File: src/rtl/rager_pkg.sv
// Shared keycodes, edge-mode and FSM encodings for the sprite motion controller.
package rager_pkg;

    localparam logic [7:0] KEY_W     = 8'h1A;
    localparam logic [7:0] KEY_A     = 8'h04;
    localparam logic [7:0] KEY_S     = 8'h16;
    localparam logic [7:0] KEY_D     = 8'h07;
    localparam logic [7:0] KEY_ENTER = 8'h28;
    localparam logic [7:0] KEY_P     = 8'h13;

    typedef enum logic [1:0] {
        MODE_CLAMP  = 2'd0,
        MODE_WRAP   = 2'd1,
        MODE_BOUNCE = 2'd2
    } motion_mode_t;

    typedef enum logic [1:0] {
        IDLE  = 2'd0,
        RUN   = 2'd1,
        PAUSE = 2'd2
    } motion_state_t;

    // A zero slot is "no key" and never matches.
    function automatic logic key_hit(input logic [7:0] slot, input logic [7:0] code);
        return (slot != 8'h00) && (slot == code);
    endfunction

endpackage

File: src/rtl/sprite_motion_axis_step.sv
// One-axis position step: applies a signed delta and resolves the playfield edge
// according to the clamp / wrap / bounce mode.
module axis_step
    import rager_pkg::*;
#(
    parameter int MIN     = 0,
    parameter int MAX     = 639,
    parameter int SIZE    = 16,
    parameter int MODE    = 0,
    parameter int COORD_W = 10
) (
    input  logic [COORD_W-1:0]        pos_i,
    input  logic signed [COORD_W+1:0] d_i,
    input  logic signed [COORD_W+1:0] vel_i,
    output logic [COORD_W-1:0]        pos_o,
    output logic signed [COORD_W+1:0] vel_o
);

    localparam int W = COORD_W + 2;
    localparam logic signed [W-1:0] LO = W'(MIN);
    localparam logic signed [W-1:0] HI = W'(MAX - SIZE + 1);
    localparam logic IS_WRAP   = (MODE == int'(MODE_WRAP));
    localparam logic IS_BOUNCE = (MODE == int'(MODE_BOUNCE));

    logic signed [W-1:0] pos_ext;
    logic signed [W-1:0] step;
    logic signed [W-1:0] cand;
    logic signed [W-1:0] bounded;

    always_comb begin
        pos_ext = signed'({2'b00, pos_i});
        step    = d_i;
        // In bounce mode the stored velocity keeps the sprite moving with no key held.
        if (IS_BOUNCE && (d_i == '0)) begin
            step = vel_i;
        end
        cand    = pos_ext + step;
        bounded = cand;
        vel_o   = step;
        if (cand < LO) begin
            bounded = IS_WRAP ? HI : LO;
            if (IS_BOUNCE) begin
                vel_o = -step;
            end
        end else if (cand > HI) begin
            bounded = IS_WRAP ? LO : HI;
            if (IS_BOUNCE) begin
                vel_o = -step;
            end
        end
        pos_o = bounded[COORD_W-1:0];
    end

endmodule

File: src/rtl/sprite_motion.sv
// Per-frame sprite motion controller: detects frame ticks from vsync, decodes the
// keycode slots and runs the IDLE/RUN/PAUSE machine that gates movement.
module sprite_motion
    import rager_pkg::*;
#(
    parameter int NUM_KEYS = 3,
    parameter int COORD_W  = 10,
    parameter int X_MIN    = 0,
    parameter int X_MAX    = 639,
    parameter int Y_MIN    = 0,
    parameter int Y_MAX    = 479,
    parameter int X_INIT   = 320,
    parameter int Y_INIT   = 240,
    parameter int SIZE     = 16,
    parameter int STEP     = 2,
    parameter int MODE     = 0
) (
    input  logic                    Clk,
    input  logic                    Reset,
    input  logic                    vs,
    input  logic [NUM_KEYS*8-1:0]   keycodes,
    output logic [COORD_W-1:0]      Pos_X,
    output logic [COORD_W-1:0]      Pos_Y,
    output logic                    Start,
    output logic                    Paused,
    output logic                    Frame_tick,
    output logic [1:0]              dbg_state_o
);

    localparam int W = COORD_W + 2;
    localparam logic [COORD_W-1:0]  X_INIT_C = COORD_W'(X_INIT);
    localparam logic [COORD_W-1:0]  Y_INIT_C = COORD_W'(Y_INIT);
    localparam logic signed [W-1:0] STEP_S   = W'(STEP);

    motion_state_t       state_q, state_d;
    logic [COORD_W-1:0]  pos_x_q, pos_x_d, pos_y_q, pos_y_d;
    logic signed [W-1:0] vel_x_q, vel_x_d, vel_y_q, vel_y_d;
    logic                p_prev_q, p_prev_d;
    logic                vs_q, vs_prev_q;

    logic key_up, key_left, key_down, key_right, key_enter, key_p;
    logic [7:0] slot;
    logic p_rise;
    logic signed [W-1:0] dx, dy;
    logic [COORD_W-1:0]  step_x, step_y;
    logic signed [W-1:0] step_vx, step_vy;

    // Edge detector on the registered sync: prev high, current low.
    assign Frame_tick = vs_prev_q & ~vs_q;

    always_comb begin
        slot      = '0;
        key_up    = 1'b0;
        key_left  = 1'b0;
        key_down  = 1'b0;
        key_right = 1'b0;
        key_enter = 1'b0;
        key_p     = 1'b0;
        for (int k = 0; k < NUM_KEYS; k++) begin
            slot      = keycodes[8*k +: 8];
            key_up    = key_up    | key_hit(slot, KEY_W);
            key_left  = key_left  | key_hit(slot, KEY_A);
            key_down  = key_down  | key_hit(slot, KEY_S);
            key_right = key_right | key_hit(slot, KEY_D);
            key_enter = key_enter | key_hit(slot, KEY_ENTER);
            key_p     = key_p     | key_hit(slot, KEY_P);
        end
    end

    // Opposing keys on one axis cancel.
    always_comb begin
        dx = '0;
        dy = '0;
        if (key_right && !key_left) begin
            dx = STEP_S;
        end else if (key_left && !key_right) begin
            dx = -STEP_S;
        end
        if (key_down && !key_up) begin
            dy = STEP_S;
        end else if (key_up && !key_down) begin
            dy = -STEP_S;
        end
    end

    assign p_rise = key_p & ~p_prev_q;

    axis_step #(
        .MIN     (X_MIN),
        .MAX     (X_MAX),
        .SIZE    (SIZE),
        .MODE    (MODE),
        .COORD_W (COORD_W)
    ) u_axis_x (
        .pos_i (pos_x_q),
        .d_i   (dx),
        .vel_i (vel_x_q),
        .pos_o (step_x),
        .vel_o (step_vx)
    );

    axis_step #(
        .MIN     (Y_MIN),
        .MAX     (Y_MAX),
        .SIZE    (SIZE),
        .MODE    (MODE),
        .COORD_W (COORD_W)
    ) u_axis_y (
        .pos_i (pos_y_q),
        .d_i   (dy),
        .vel_i (vel_y_q),
        .pos_o (step_y),
        .vel_o (step_vy)
    );

    always_comb begin
        state_d  = state_q;
        pos_x_d  = pos_x_q;
        pos_y_d  = pos_y_q;
        vel_x_d  = vel_x_q;
        vel_y_d  = vel_y_q;
        p_prev_d = p_prev_q;
        if (Frame_tick) begin
            // P history tracks every tick, so ENTER+P from IDLE counts P as held.
            p_prev_d = key_p;
            case (state_q)
                IDLE: begin
                    pos_x_d = X_INIT_C;
                    pos_y_d = Y_INIT_C;
                    if (key_enter) begin
                        state_d = RUN;
                    end
                end
                RUN: begin
                    if (p_rise) begin
                        state_d = PAUSE;
                    end else begin
                        pos_x_d = step_x;
                        pos_y_d = step_y;
                        vel_x_d = step_vx;
                        vel_y_d = step_vy;
                    end
                end
                PAUSE: begin
                    if (p_rise) begin
                        state_d = RUN;
                    end
                end
                default: begin
                    state_d = IDLE;
                end
            endcase
        end
    end

    always_ff @(posedge Clk) begin
        if (Reset) begin
            state_q   <= IDLE;
            pos_x_q   <= X_INIT_C;
            pos_y_q   <= Y_INIT_C;
            vel_x_q   <= '0;
            vel_y_q   <= '0;
            p_prev_q  <= 1'b0;
            vs_q      <= 1'b1;
            vs_prev_q <= 1'b1;
        end else begin
            state_q   <= state_d;
            pos_x_q   <= pos_x_d;
            pos_y_q   <= pos_y_d;
            vel_x_q   <= vel_x_d;
            vel_y_q   <= vel_y_d;
            p_prev_q  <= p_prev_d;
            vs_q      <= vs;
            vs_prev_q <= vs_q;
        end
    end

    assign Pos_X       = pos_x_q;
    assign Pos_Y       = pos_y_q;
    assign Start       = (state_q != IDLE);
    assign Paused      = (state_q == PAUSE);
    assign dbg_state_o = state_q;

endmodule

File: config.mk
export PLATFORM = sky130hd
export DESIGN_NAME = sprite_motion
export DESIGN_NICKNAME = d
export VERILOG_FILES = /design/src/rtl/rager_pkg.sv /design/src/rtl/sprite_motion_axis_step.sv /design/src/rtl/sprite_motion.sv
export SDC_FILE = /design/constraint.sdc
export NUM_CORES = 1
export LEC_CHECK = 0
export BUFFER_PORTS_ARGS = -buffer_cell sky130_fd_sc_hd__buf_2
export CAP_MARGIN = 5
export CORE_MARGIN = 1
export CORE_UTILIZATION = 30
export CTS_CLUSTER_DIAMETER = 30
export CTS_CLUSTER_SIZE = 28
export DETAILED_ROUTE_END_ITERATION = 8
export RECOVER_POWER = 25
export SYNTH_ARGS = -nofsm -noshare
export SYNTH_HDL_FRONTEND = slang
export SYNTH_HIERARCHICAL = 1
export SYNTH_SLANG_ARGS = --single-unit
File: constraint.sdc
create_clock -name Clk -period 11.1 [get_ports Clk]
set_clock_uncertainty 0.2 [all_clocks]
set_input_delay 1.11 -clock Clk [delete_from_list [all_inputs] [get_ports Clk]]
set_output_delay 1.11 -clock Clk [all_outputs]
set_load 0.03 [all_outputs]
# Word-level counts from Yosys, hierarchy flattened
# Index checks and enable logic that the tools add are counted.
dict set report op_classes {
  n_lt_le_gt_ge 4
  muxes 16
  eq_ne 24
  addsub 2
  reduce_logical 34
  n_bitwise 16
}
# op n
set ops {}
lappend ops {{8-bit by 5-bit equality test with 1-bit output (second input constant)} 9}
lappend ops {{10-bit 2-to-1 mux} 6}
lappend ops {{8-bit by 3-bit equality test with 1-bit output (second input constant)} 6}
lappend ops {{12-bit 2-to-1 mux} 4}
lappend ops {{10-bit one-hot mux with 2 select lines} 2}
lappend ops {{11-bit by 12-bit adder with 12-bit output} 2}
lappend ops {{8-bit by 6-bit equality test with 1-bit output (second input constant)} 3}
lappend ops {{12-bit by 1-bit < comparator with 1-bit output (second input constant)} 2}
lappend ops {{8-bit nonzero test} 3}
lappend ops {{1-bit logical AND} 22}
lappend ops {{12-bit by 10-bit > comparator with 1-bit output (second input constant)} 1}
lappend ops {{12-bit by 11-bit > comparator with 1-bit output (second input constant)} 1}
lappend ops {{1-bit bitwise OR} 12}
lappend ops {{2-bit 2-to-1 mux} 3}
lappend ops {{2-bit inequality test (second input constant)} 3}
lappend ops {{2-bit one-hot mux with 3 select lines} 1}
lappend ops {{1-bit zero test} 4}
lappend ops {{4-bit AND reduction} 1}
lappend ops {{2-bit nonzero test} 2}
lappend ops {{3-bit AND reduction} 1}
lappend ops {{1-bit AND} 2}
lappend ops {{2-bit by 1-bit equality test with 1-bit output (second input constant)} 1}
lappend ops {{2-bit equality test (second input constant)} 1}
lappend ops {{2-bit zero test} 1}
lappend ops {{other kinds (2)} 3}
dict set report totals {
  in_bits 27
  register_bits 25
}

# Logic depth before layout (Yosys ltp)
# Gate-level depths: netlist of run 1.
dict set report logic_depth {
  ltp_word 14
  depth_mapped 18
  ltp_nobuf 18
}

# Hierarchy
# Netlist of run 1, hierarchy kept.
# mod area_per_inst_um2 instances cells_per_inst seq_area_each_um2
set modules_own_cells {}
lappend modules_own_cells {sprite_motion 2442.3 1 275 980.9}
lappend modules_own_cells {{axis_step (u_axis_y)} 793.3 1 105 0.0}
lappend modules_own_cells {{axis_step (u_axis_x)} 739.5 1 96 0.0}

# Worst setup path before layout of run 1
# OpenSTA, ideal clock, no wires.
dict set report synth_timing {
  kind {in2reg}
  startpoint {in keycodes[20]}
  endpoint {reg pos_x_q[6] (netlist: Pos_X[6])}
  setup_slack_ps 6189
  t_arrival_ps 4592
  path_buffers 0
  stages 15
  cell_sequence {or3_1 > nor3_1 > nand2_1 > o311ai_0 > ha_1 > ha_1 > o21ai_1 > nor4b_2 > nor2_1 > xnor2_1 > nand4b_4 > mux2_4 > o31a_1 > nor3b_1 > o21bai_1}
}
dict set report synth_via {
  elab_chain_cells 13
  word_cells_on_any_way 26
  classes_between {add/sub: 1; order compare: 2; eq/ne: 4; mux: 6; bitwise: 4; reduce/logical: 9}
}
# item line_no
set synth_rtl {}
lappend synth_rtl {{from (decl)} sprite_motion.sv:21} ;# input logic [NUM_KEYS*8-1:0] keycodes,
lappend synth_rtl {{8-bit by 3-bit equality test with 1-bit output / 8-bit nonzero test (equally long branches)} rager_pkg.sv:25} ;# return (slot != 8'h00) && (slot == code);
lappend synth_rtl {{1-bit logical AND} rager_pkg.sv:25}
lappend synth_rtl {{1-bit bitwise OR} sprite_motion.sv:64} ;# key_right = key_right | key_hit(slot, KEY_D);
lappend synth_rtl {{1-bit zero test} sprite_motion.sv:76} ;# end else if (key_left && !key_right) begin
lappend synth_rtl {{1-bit logical AND} sprite_motion.sv:76}
lappend synth_rtl {{12-bit 2-to-1 mux} sprite_motion.sv:76}
lappend synth_rtl {{12-bit 2-to-1 mux *} sprite_motion.sv:74} ;# if (key_right && !key_left) begin
lappend synth_rtl {{net dx[10]} sprite_motion.sv:44} ;# logic signed [W-1:0] dx, dy;
lappend synth_rtl {{11-bit by 12-bit adder with 12-bit output *} sprite_motion_axis_step.sv:37} ;# cand = pos_ext + step;
lappend synth_rtl {{12-bit by 11-bit > comparator with 1-bit output} sprite_motion_axis_step.sv:45} ;# end else if (cand > HI) begin
lappend synth_rtl {{10-bit 2-to-1 mux} sprite_motion_axis_step.sv:45}
lappend synth_rtl {{10-bit 2-to-1 mux *} sprite_motion_axis_step.sv:40} ;# if (cand < LO) begin
lappend synth_rtl {{net step_x[6]} sprite_motion.sv:45} ;# logic [COORD_W-1:0] step_x, step_y;
lappend synth_rtl {{10-bit 2-to-1 mux *} sprite_motion.sv:135} ;# if (p_rise) begin
lappend synth_rtl {{10-bit one-hot mux with 2 select lines *} sprite_motion.sv:126} ;# case (state_q)
lappend synth_rtl {{to (signal assigned)} sprite_motion.sv:168} ;# pos_x_q <= pos_x_d;
lappend synth_rtl {{to (decl)} sprite_motion.sv:36} ;# logic [COORD_W-1:0] pos_x_q, pos_x_d, pos_y_q, pos_y_d;
# The timed path passes the listed nets; every way through them passes the cells marked *. The select of a mux whose other input is x is not followed.
# A chain may end at the register's enable or synchronous reset.

# Worst setup path in the final report of run 1
dict set report layout_timing {
  startpoint {in keycodes[3]}
  endpoint {reg pos_x_q[1] (netlist: Pos_X[1])}
}
dict set report layout_via {
  elab_chain_cells 14
  word_cells_on_any_way 29
  classes_between {add/sub: 1; order compare: 2; eq/ne: 4; mux: 6; bitwise: 7; reduce/logical: 9}
}
# item line_no
set layout_rtl {}
lappend layout_rtl {{8-bit by 3-bit equality test with 1-bit output / 8-bit nonzero test (equally long branches)} rager_pkg.sv:25}
lappend layout_rtl {{1-bit logical AND} rager_pkg.sv:25}
lappend layout_rtl {{1-bit bitwise OR (2 in a row)} sprite_motion.sv:64}
lappend layout_rtl {{1-bit zero test} sprite_motion.sv:76}
lappend layout_rtl {{1-bit logical AND} sprite_motion.sv:76}
lappend layout_rtl {{12-bit 2-to-1 mux} sprite_motion.sv:76}
lappend layout_rtl {{12-bit 2-to-1 mux *} sprite_motion.sv:74}
lappend layout_rtl {{net dx[10]} sprite_motion.sv:44}
lappend layout_rtl {{11-bit by 12-bit adder with 12-bit output *} sprite_motion_axis_step.sv:37}
lappend layout_rtl {{12-bit by 11-bit > comparator with 1-bit output} sprite_motion_axis_step.sv:45}
lappend layout_rtl {{10-bit 2-to-1 mux} sprite_motion_axis_step.sv:45}
lappend layout_rtl {{10-bit 2-to-1 mux *} sprite_motion_axis_step.sv:40}
lappend layout_rtl {{net step_x[1]} sprite_motion.sv:45}
lappend layout_rtl {{10-bit 2-to-1 mux *} sprite_motion.sv:135}
lappend layout_rtl {{10-bit one-hot mux with 2 select lines *} sprite_motion.sv:126}
# Marked as above.

==> results.cfg, run 1 <==
[run_status]
status = finished, final reports clean

[routing]
first_iter_violations = 139
wire_per_inst_um = 13.86
first_pass_iters = 4
finalWirelength_um = 6984
antenna_left = 0
via_count = 2737
viasPerCell = 5.431
drc = 0

[final_layout]
final_nets = 448
fin_area_um2 = 3104
area_growth_pct = 14.44
drive_gt1_share_pct = 17.68
finalCoreUtilization_pct = 35.60
diodes = 0
fillers = 921

[worst_setup_path]
cp.required_ns = 11.10
crit_path_cell_trace = buf_2 -> nor3_1 -> nand2_1 -> nor3_1 -> nand2_1 -> o311ai_0 -> ha_1 -> ha_1 -> o21ai_1 -> nor4b_2 -> nor2_1 -> xnor2_1 -> nand4b_4 -> mux2_4 -> nor4_1 -> nand3_1 -> a21oi_1
slowest_stage = ha_1
cp.buffers_inverters = 1
startpoint_type = input port
crit_type = input port to flop
critPathMaxStageDelay_ns = 0.61
crit_arrival_ns = 5.11
cp_max_fo = 14
critPathCaptureType = flop
critical-path-top-delay-family = simple AND/OR/NAND/NOR gates

[floorplan]
ios = 52
chipHeight_um = 97.09
rows = 34
core_um2 = 8721
initial_core_util_pct = 31.10
fp.dieArea_um2 = 9426
die_w_um = 97.09

[timing]
setup_violations = 0
maxSlewHeadroom_pct = 29.22
fin_ws_ns = 5.997
finalCritPeriodShare_pct = 45.97
tns_ns = 0
fin_crit_ns = 5.103
rsz0062_at_grt = false
drv_slew = 0
max_freq_mhz = 196.0
worst_pin_slew_ns = 1.058
hold_viol_final = 0

[clocking]
cts.hold.buffers_added = 0
cts_buffer_depth = 2
cts-buffers-inserted = 3
post_cts_resized = 0
cts.sinks = 25
root_buffer = clkbuf_8
insertion_delay_ns = 0.28
cts_tree = built
cts_setup_buffers = 0
ctsHtreeMaxLevel = 1
cts.clk_slew.worst_paths_ns = 0.09

[synthesis]
syn-mean-instance-area_um2 = 7.772
netlist_instances = 349
synth_area_um2 = 2713
synth_warnings = 6

[flow_run]
drv_cap = 0

[global_routing]
grt_util_all_layers_pct = 14.65
grt_pass1_wl_um = 11590
grt_antenna_before_repair = 0
grt_pass1_vias = 2476
overflow = 0
grt_max_degree = 27

[power]
peakVddDrop_mv = 0.03304
p_per_area_nw_per_um2 = 56.94
power.leakage_nw = 1.261

[placed_design]
place_area_um2 = 3072
dpl_worst_slack_ns = 5.732
portBuffers = 51
place_hpwl_um = 5527
gp_congestion = 0.8063

[worst_hold_path]
hold_path_class = flop to flop
## placed cells by master (no fill, tap or decap), types with 4 or more instances in the layout
master	n
nor4_1	4
o21bai_1	7
nor3b_1	12
dfxtp_1	25
xnor2_1	10
xor2_1	5
nor2b_1	7
nand3_1	32
nand2_1	25
a21oi_1	33
clkbuf_1	11
nor2_1	20
o21a_1	4
o211ai_1	7
nor3_1	10
inv_1	14
ha_1	22
a31oi_1	6
o21ai_0	8
a21o_1	5
nand3b_1	5
nand2b_1	12
buf_2	40
## cell type report
class | instances | area [um^2] | share of cell area, %
multi-input combinational | 300 | 2113 | 68.08
sequential | 25 | 500.5 | 16.12
timing repair buffer | 53 | 256.5 | 8.263
tap | 108 | 135.1 | 4.353
inverter | 14 | 52.55 | 1.693
clock buffer | 3 | 41.29 | 1.330
clock inverter | 1 | 5.005 | 0.1612
## power by group
part	total (mW)	internal, mW	switching, mW
clock network	0.0545	0.0252	0.0293
registers	0.0906	0.0902	0.000450
logic	0.0316	0.0129	0.0187
total	0.177	0.128	0.0485
## routing by layer
| layer | up-vias | track usage (%) | share of wire (%) |
|---|---|---|---|
| li1 | 1400 | - | - |
| met1 | 1252 | 19.81 | 49 |
| met3 | 9 | 3.165 | 5.3 |
| met4 | 0 | 2.985 | 1.1 |
| met2 | 76 | 23.94 | 45 |
| met5 | - | 0 | 0 |
## flip-flops by register name (all words and copies together), names as in the netlist
name         flops
dbg_state_o      2
p_prev_q         1
vs_q             1
vs_prev_q        1
Pos_Y           10
Pos_X           10
## final timing paths
path	start	end	slack, ns	cells after the start
max	keycodes[3]	Pos_X[1]	6.00	17
min	vs_q	vs_prev_q	0.24	1
max reg2reg	Pos_X[1]	Pos_X[6]	8.01	10
min reg2reg	vs_q	vs_prev_q	0.24	1
## stage by stage
step / instances / power (mW) / hold slack (ns)
2_1_floorplan: 350 / 0.1133 / 0.2075
3_3_place_gp: 500 / 0.1240 / 0.2147
3_5_place_dp: 500 / 0.1243 / 0.2233
4_1_cts: 504 / 0.1798 / 0.2442
5_1_grt: 504 / 0.1867 / 0.2546
6_report: 504 / 0.1767 / 0.2385
No activity file was read; power rests on OpenSTA's default activity.
==> inputs of run 2 (changes only) <==
--- a/config.mk
+++ b/config.mk
@@ -5,6 +5,7 @@
 export SDC_FILE = /design/constraint.sdc
 export NUM_CORES = 1
 export LEC_CHECK = 0
+export ABC_AREA = 1
 export BUFFER_PORTS_ARGS = -buffer_cell sky130_fd_sc_hd__buf_2
 export CAP_MARGIN = 5
 export CORE_MARGIN = 1
==> constraint.sdc (replaced) <==
create_clock -name Clk -period 5.2 [get_ports Clk]
set_clock_uncertainty 0.2 [all_clocks]
set_input_delay 0.52 -clock Clk [delete_from_list [all_inputs] [get_ports Clk]]
set_output_delay 0.52 -clock Clk [all_outputs]
set_load 0.03 [all_outputs]
==> run 2 against run 1 <==
Net effect:
- worst setup slack lost 4.4 ns
- register-to-register slack lost 5.4 ns
- global-route usage grew 0.58 points
- wire length grew 15%
- sequential cell count did not move
- final cell count grew 49%
- synthesized cell count rose by 63%
- worst hold slack got worse by 0.014 ns
- critical path type unchanged
- largest cell class unchanged
- largest power group unchanged
==> results.cfg, run 2 <==
[run_status]
status = finished, final reports clean

[clocking]
post_cts_resized = 0
cts.clk_slew.worst_paths_ns = 0.09
cts.sinks = 25
cts-buffers-inserted = 3
cts_setup_buffers = 0
cts_tree = built
cts_buffer_depth = 2
ctsHtreeMaxLevel = 1
cts.hold.buffers_added = 0
insertion_delay_ns = 0.27
root_buffer = clkbuf_8

[synthesis]
synth_area_um2 = 3232
syn-mean-instance-area_um2 = 5.680
netlist_instances = 569
synth_warnings = 6

[timing]
finalCritPeriodShare_pct = 69.71
drv_slew = 0
maxSlewHeadroom_pct = 57.74
fin_crit_ns = 3.625
hold_viol_final = 0
whs_ns = 0.2248
max_freq_mhz = 275.9
rsz0062_at_grt = false
setup_violations = 0
tns_ns = 0
worst_pin_slew_ns = 0.6317

[routing]
viasPerCell = 4.571
finalWirelength_um = 8026
via_count = 3442
first_pass_iters = 5
drc = 0
antenna_left = 0
wire_per_inst_um = 10.66
first_iter_violations = 150

[global_routing]
grt_antenna_before_repair = 0
grt_pass1_vias = 3284
grt_util_all_layers_pct = 15.23
overflow = 0
grt_max_degree = 36
grt_pass1_wl_um = 14340

[final_layout]
final_common_cell = nand2_1
area_growth_pct = 12.35
fillers = 1191
final_nets = 669
drive_gt1_share_pct = 17.83
diodes = 0
fin_area_um2 = 3631
final_cell_mix = nand2_1 (188), inv_1 (103), nor2_1 (50)
finalCoreUtilization_pct = 35.01
final_cells = 753

[floorplan]
core_um2 = 10370
rows = 37
ios = 52
chipHeight_um = 105.8
initial_core_util_pct = 31.17
fp.dieArea_um2 = 11190
die_w_um = 105.8

[placed_design]
gp_congestion = 0.8835
place_hpwl_um = 6738
place_area_um2 = 3602
placed_cells = 749
portBuffers = 51

[worst_setup_path]
cp.required_ns = 5.16
startpoint_type = input port
crit_arrival_ns = 3.58
cp_max_fo = 13
critPathCaptureType = flop
crit_type = input port to flop

[power]
p_per_area_nw_per_um2 = 144.2
peakVddDrop_mv = 0.05195
power.leakage_nw = 2.066

[worst_hold_path]
hold_path_class = flop to flop

[flow_run]
drv_cap = 0
run 2: worst paths after layout:
path	startpoint	end	slack (ns)	cells past startpoint
setup / recovery	keycodes[6]	Pos_X[8]	1.57	21
hold / removal	vs_q	vs_prev_q	0.22	2
setup reg to reg	Pos_X[1]	Pos_X[8]	2.60	16
hold reg to reg	vs_q	vs_prev_q	0.22	2
run 2: metal layers:
layer	wire length, um	global-route usage [%]	vias up
met5	0	0	-
met4	56	2.778	0
met3	318	1.051	6
met2	3923	27.92	53
met1	3728	19.53	1538
li1	-	-	1845
run 2: power breakdown:
part,internal [mW],switching (mW),total [mW]
registers,0.203,0.0113,0.214
clock network,0.0535,0.0600,0.114
logic,0.0663,0.130,0.196
run 2: area by class of cell:
cell class	count	area (um^2)	share of cell area, %
multi-input combinational	424	2247	61.89
sequential	25	500.5	13.78
inverter	113	424.2	11.68
timing repair buffer	51	242.7	6.685
tap	136	170.2	4.686
clock buffer	3	41.29	1.137
clock inverter	1	5.005	0.1378
run 2: critical path, cell delays in order:
cell      delay, ns
buf_2          0.10
inv_1          0.06
nand2_1        0.08
nor3_1         0.22
nand4_1        0.14
o221ai_1       0.14
ha_1           0.55
ha_1           0.41
or2_4          0.28
nand3_2        0.10
nand2_2        0.07
nand2_2        0.07
nand3_2        0.08
nor2_4         0.12
nand2_1        0.07
nand3_2        0.08
nand3_4        0.10
nand2_4        0.13
nor2_2         0.04
o21ai_0        0.16
nand2_1        0.07
run 2: metrics by stage:
step	worst slack, ns	power [mW]
2_1_floorplan	1.923	0.3670
3_3_place_gp	1.354	0.4125
3_5_place_dp	1.313	0.4160
4_1_cts	1.591	0.5316
5_1_grt	1.167	0.5685
6_report	1.575	0.5236
==> inputs of run 3 (changes only) <==
--- a/config.mk
+++ b/config.mk
@@ -5,7 +5,7 @@
 export SDC_FILE = /design/constraint.sdc
 export NUM_CORES = 1
 export LEC_CHECK = 0
-export ABC_AREA = 1
+export ABC_AREA = 0
 export BUFFER_PORTS_ARGS = -buffer_cell sky130_fd_sc_hd__buf_2
 export CAP_MARGIN = 5
 export CORE_MARGIN = 1
==> constraint.sdc (replaced) <==
create_clock -name Clk -period 3.3 [get_ports Clk]
set_clock_uncertainty 0.2 [all_clocks]
set_input_delay 0.33 -clock Clk [delete_from_list [all_inputs] [get_ports Clk]]
set_output_delay 0.33 -clock Clk [all_outputs]
set_load 0.03 [all_outputs]
==> run 3 against run 2 <==
Net effect:
- the run now ends with setup timing left
- register-to-register slack worse by 2.2 ns
- core utilization grew 16 points
- critical path depth down 6
- wire length rose by 7.9%
- die area fell by 16%
- largest cell class unchanged
- worst setup slack got worse by 2.0 ns
==> results.cfg, run 3 (synthesized netlist as in run 1, its figures left out) <==
[timing]
hold_viol_final = 0
drv_slew = 0
rsz0062_at_grt = true
fin_ws_ns = -0.4235
max_freq_mhz = 268.6
maxSlewHeadroom_pct = 31.63
finalCritPeriodShare_pct = 112.8
fin_crit_ns = 3.723
whs_ns = 0.04997
setup_violations = 19
worst_pin_slew_ns = 1.022

[power]
clkPwrFrac_pct = 28.0
p_per_area_nw_per_um2 = 144.1
power_switching_mw = 0.1754
p_comb_share_pct = 24.4
peakVddDrop_mv = 0.1488
power.leakage_nw = 1.880
p_total_mw = 0.6412
seq_power_share_pct = 47.6
swShare_pct = 27.35
p_int_mw = 0.4658

[placed_design]
gp_congestion = 0.8355
place_hpwl_um = 6620
portBuffers = 51

[final_layout]
diodes = 0
final_nets = 542
final_cell_mix = buf_4 (86), buf_2 (44), nand3_1 (31)
final_common_cell = buf_4
area_growth_pct = 64.02
drive_gt1_share_pct = 49.39

[clocking]
cts.sinks = 25
ctsHtreeMaxLevel = 1
cts_buffer_depth = 2
cts_tree = built
insertion_delay_ns = 0.27
cts.clk_slew.worst_paths_ns = 0.09
root_buffer = clkbuf_8
cts-buffers-inserted = 3

[floorplan]
chipHeight_um = 97.09
core_um2 = 8721
fp.dieArea_um2 = 9426
initial_core_util_pct = 31.10
ios = 52
rows = 34
die_w_um = 97.09

[run_status]
status = finished with violations
violations = setup timing

[global_routing]
grt_pass1_vias = 3157
grt_antenna_before_repair = 0
grt_max_degree = 27
grt_util_all_layers_pct = 18.15
overflow = 0
grt_pass1_wl_um = 14580

[worst_setup_path]
startpoint_type = input port
cp.required_ns = 3.30
cp_max_fo = 10
r2r_setup_slack_ns = 0.40
crit_path_cell_trace = buf_6 -> or4b_4 -> nor3b_2 -> nand3b_1 -> o31ai_1 -> a31oi_1 -> ha_4 -> ha_4 -> a21o_1 -> a21o_1 -> a211o_2 -> or4_4 -> nor3b_2 -> nand3_1 -> a21oi_1
slowest_stage = or4_4
critPathMaxStageDelay_ns = 0.60
critPathCaptureType = flop
crit_arrival_ns = 3.73
crit_type = input port to flop

[routing]
first_iter_violations = 136
first_pass_iters = 4
via_count = 3125
antenna_left = 0
wire_per_inst_um = 14.48
drc = 0
finalWirelength_um = 8659
viasPerCell = 5.226

[flow_run]
drv_cap = 0

[worst_hold_path]
hold_path_class = input port to flop
-- run 3: cell types whose count changed in the layout (fill, tap and decap cells not counted), sizes merged, moves of 9 or more --
cell	before	now
nand2	206	25
buf	41	142
inv	111	14
nor2	73	20
nand2b	0	12
nor3b	0	12
nand3	42	32
nand4	11	2
xnor2	1	10
-- run 3: final cells by class --
class                   instances  area (um^2)
well taps                     108        135.1
fillers                       818         4272
flip-flops and latches         25        500.5
repair buffers                147         1020
multi-input cells             300         2693
clock inverters                 1        5.005
clock buffers                   3        41.29
inverters                      14        55.05
-- run 3: metal layers --
layer,wire (um),vias to the layer above,track usage [%]
li1,-,1587,-
met5,0,-,0
met2,4324,78,33.53
met3,317,4,2.374
met4,51,0,1.722
met1,3965,1456,23.11
-- run 3: power by group through the flow --
stage               logic, mW  registers (mW)  clock network (mW)
detailed placement      0.138           0.312                   0
finish                  0.156           0.305               0.180
global route            0.170           0.305               0.196
global placement        0.136           0.312                   0
CTS                     0.150           0.305               0.186
floorplan              0.0767           0.312                   0
-- run 3: timing repair --
action                                  4_1_cts  5_1_grt
buffers inserted                             12        2
pin swaps                                    42        5
resized for setup                            51       11
gates cloned                                  0        0
hold endpoints to repair                      0        0
hold buffers                                  0        0
endpoints found under the setup margin       19       19
-- run 3: final timing paths --
path | startpoint | end | cells past startpoint
max reg2reg | Pos_X[1] | Pos_X[6] | 11
max | keycodes[13] | Pos_Y[0] | 15
min | vs | vs_q | 2
min reg2reg | vs_q | vs_prev_q | 1
-- run 3: critical path, delay by kind of cell --
family,cells,cell delay [ns]
AO/OA/AOI/OAI,6,1.03
adder cells (fa/ha/maj),2,0.53
buffers and inverters,1,0.09
AND/OR/NAND/NOR,6,1.74
-- run 3: per-stage QoR --
stage | instances | cell area (um^2) | utilization (%) | TNS [ns] | setup slack, ns
final | 598 | 4449 | 51.02 | -6.334 | -0.4235
after global routing | 598 | 4449 | 51.02 | -8.818 | -0.5726
after CTS | 596 | 4367 | 50.07 | -5.220 | -0.3815
after detailed placement | 581 | 3985 | 45.70 | -13.08 | -0.8409
after global placement | 581 | 3985 | 45.70 | -12.25 | -0.8218
after floorplan | 350 | 3022 | - | -4.673 | -0.4087
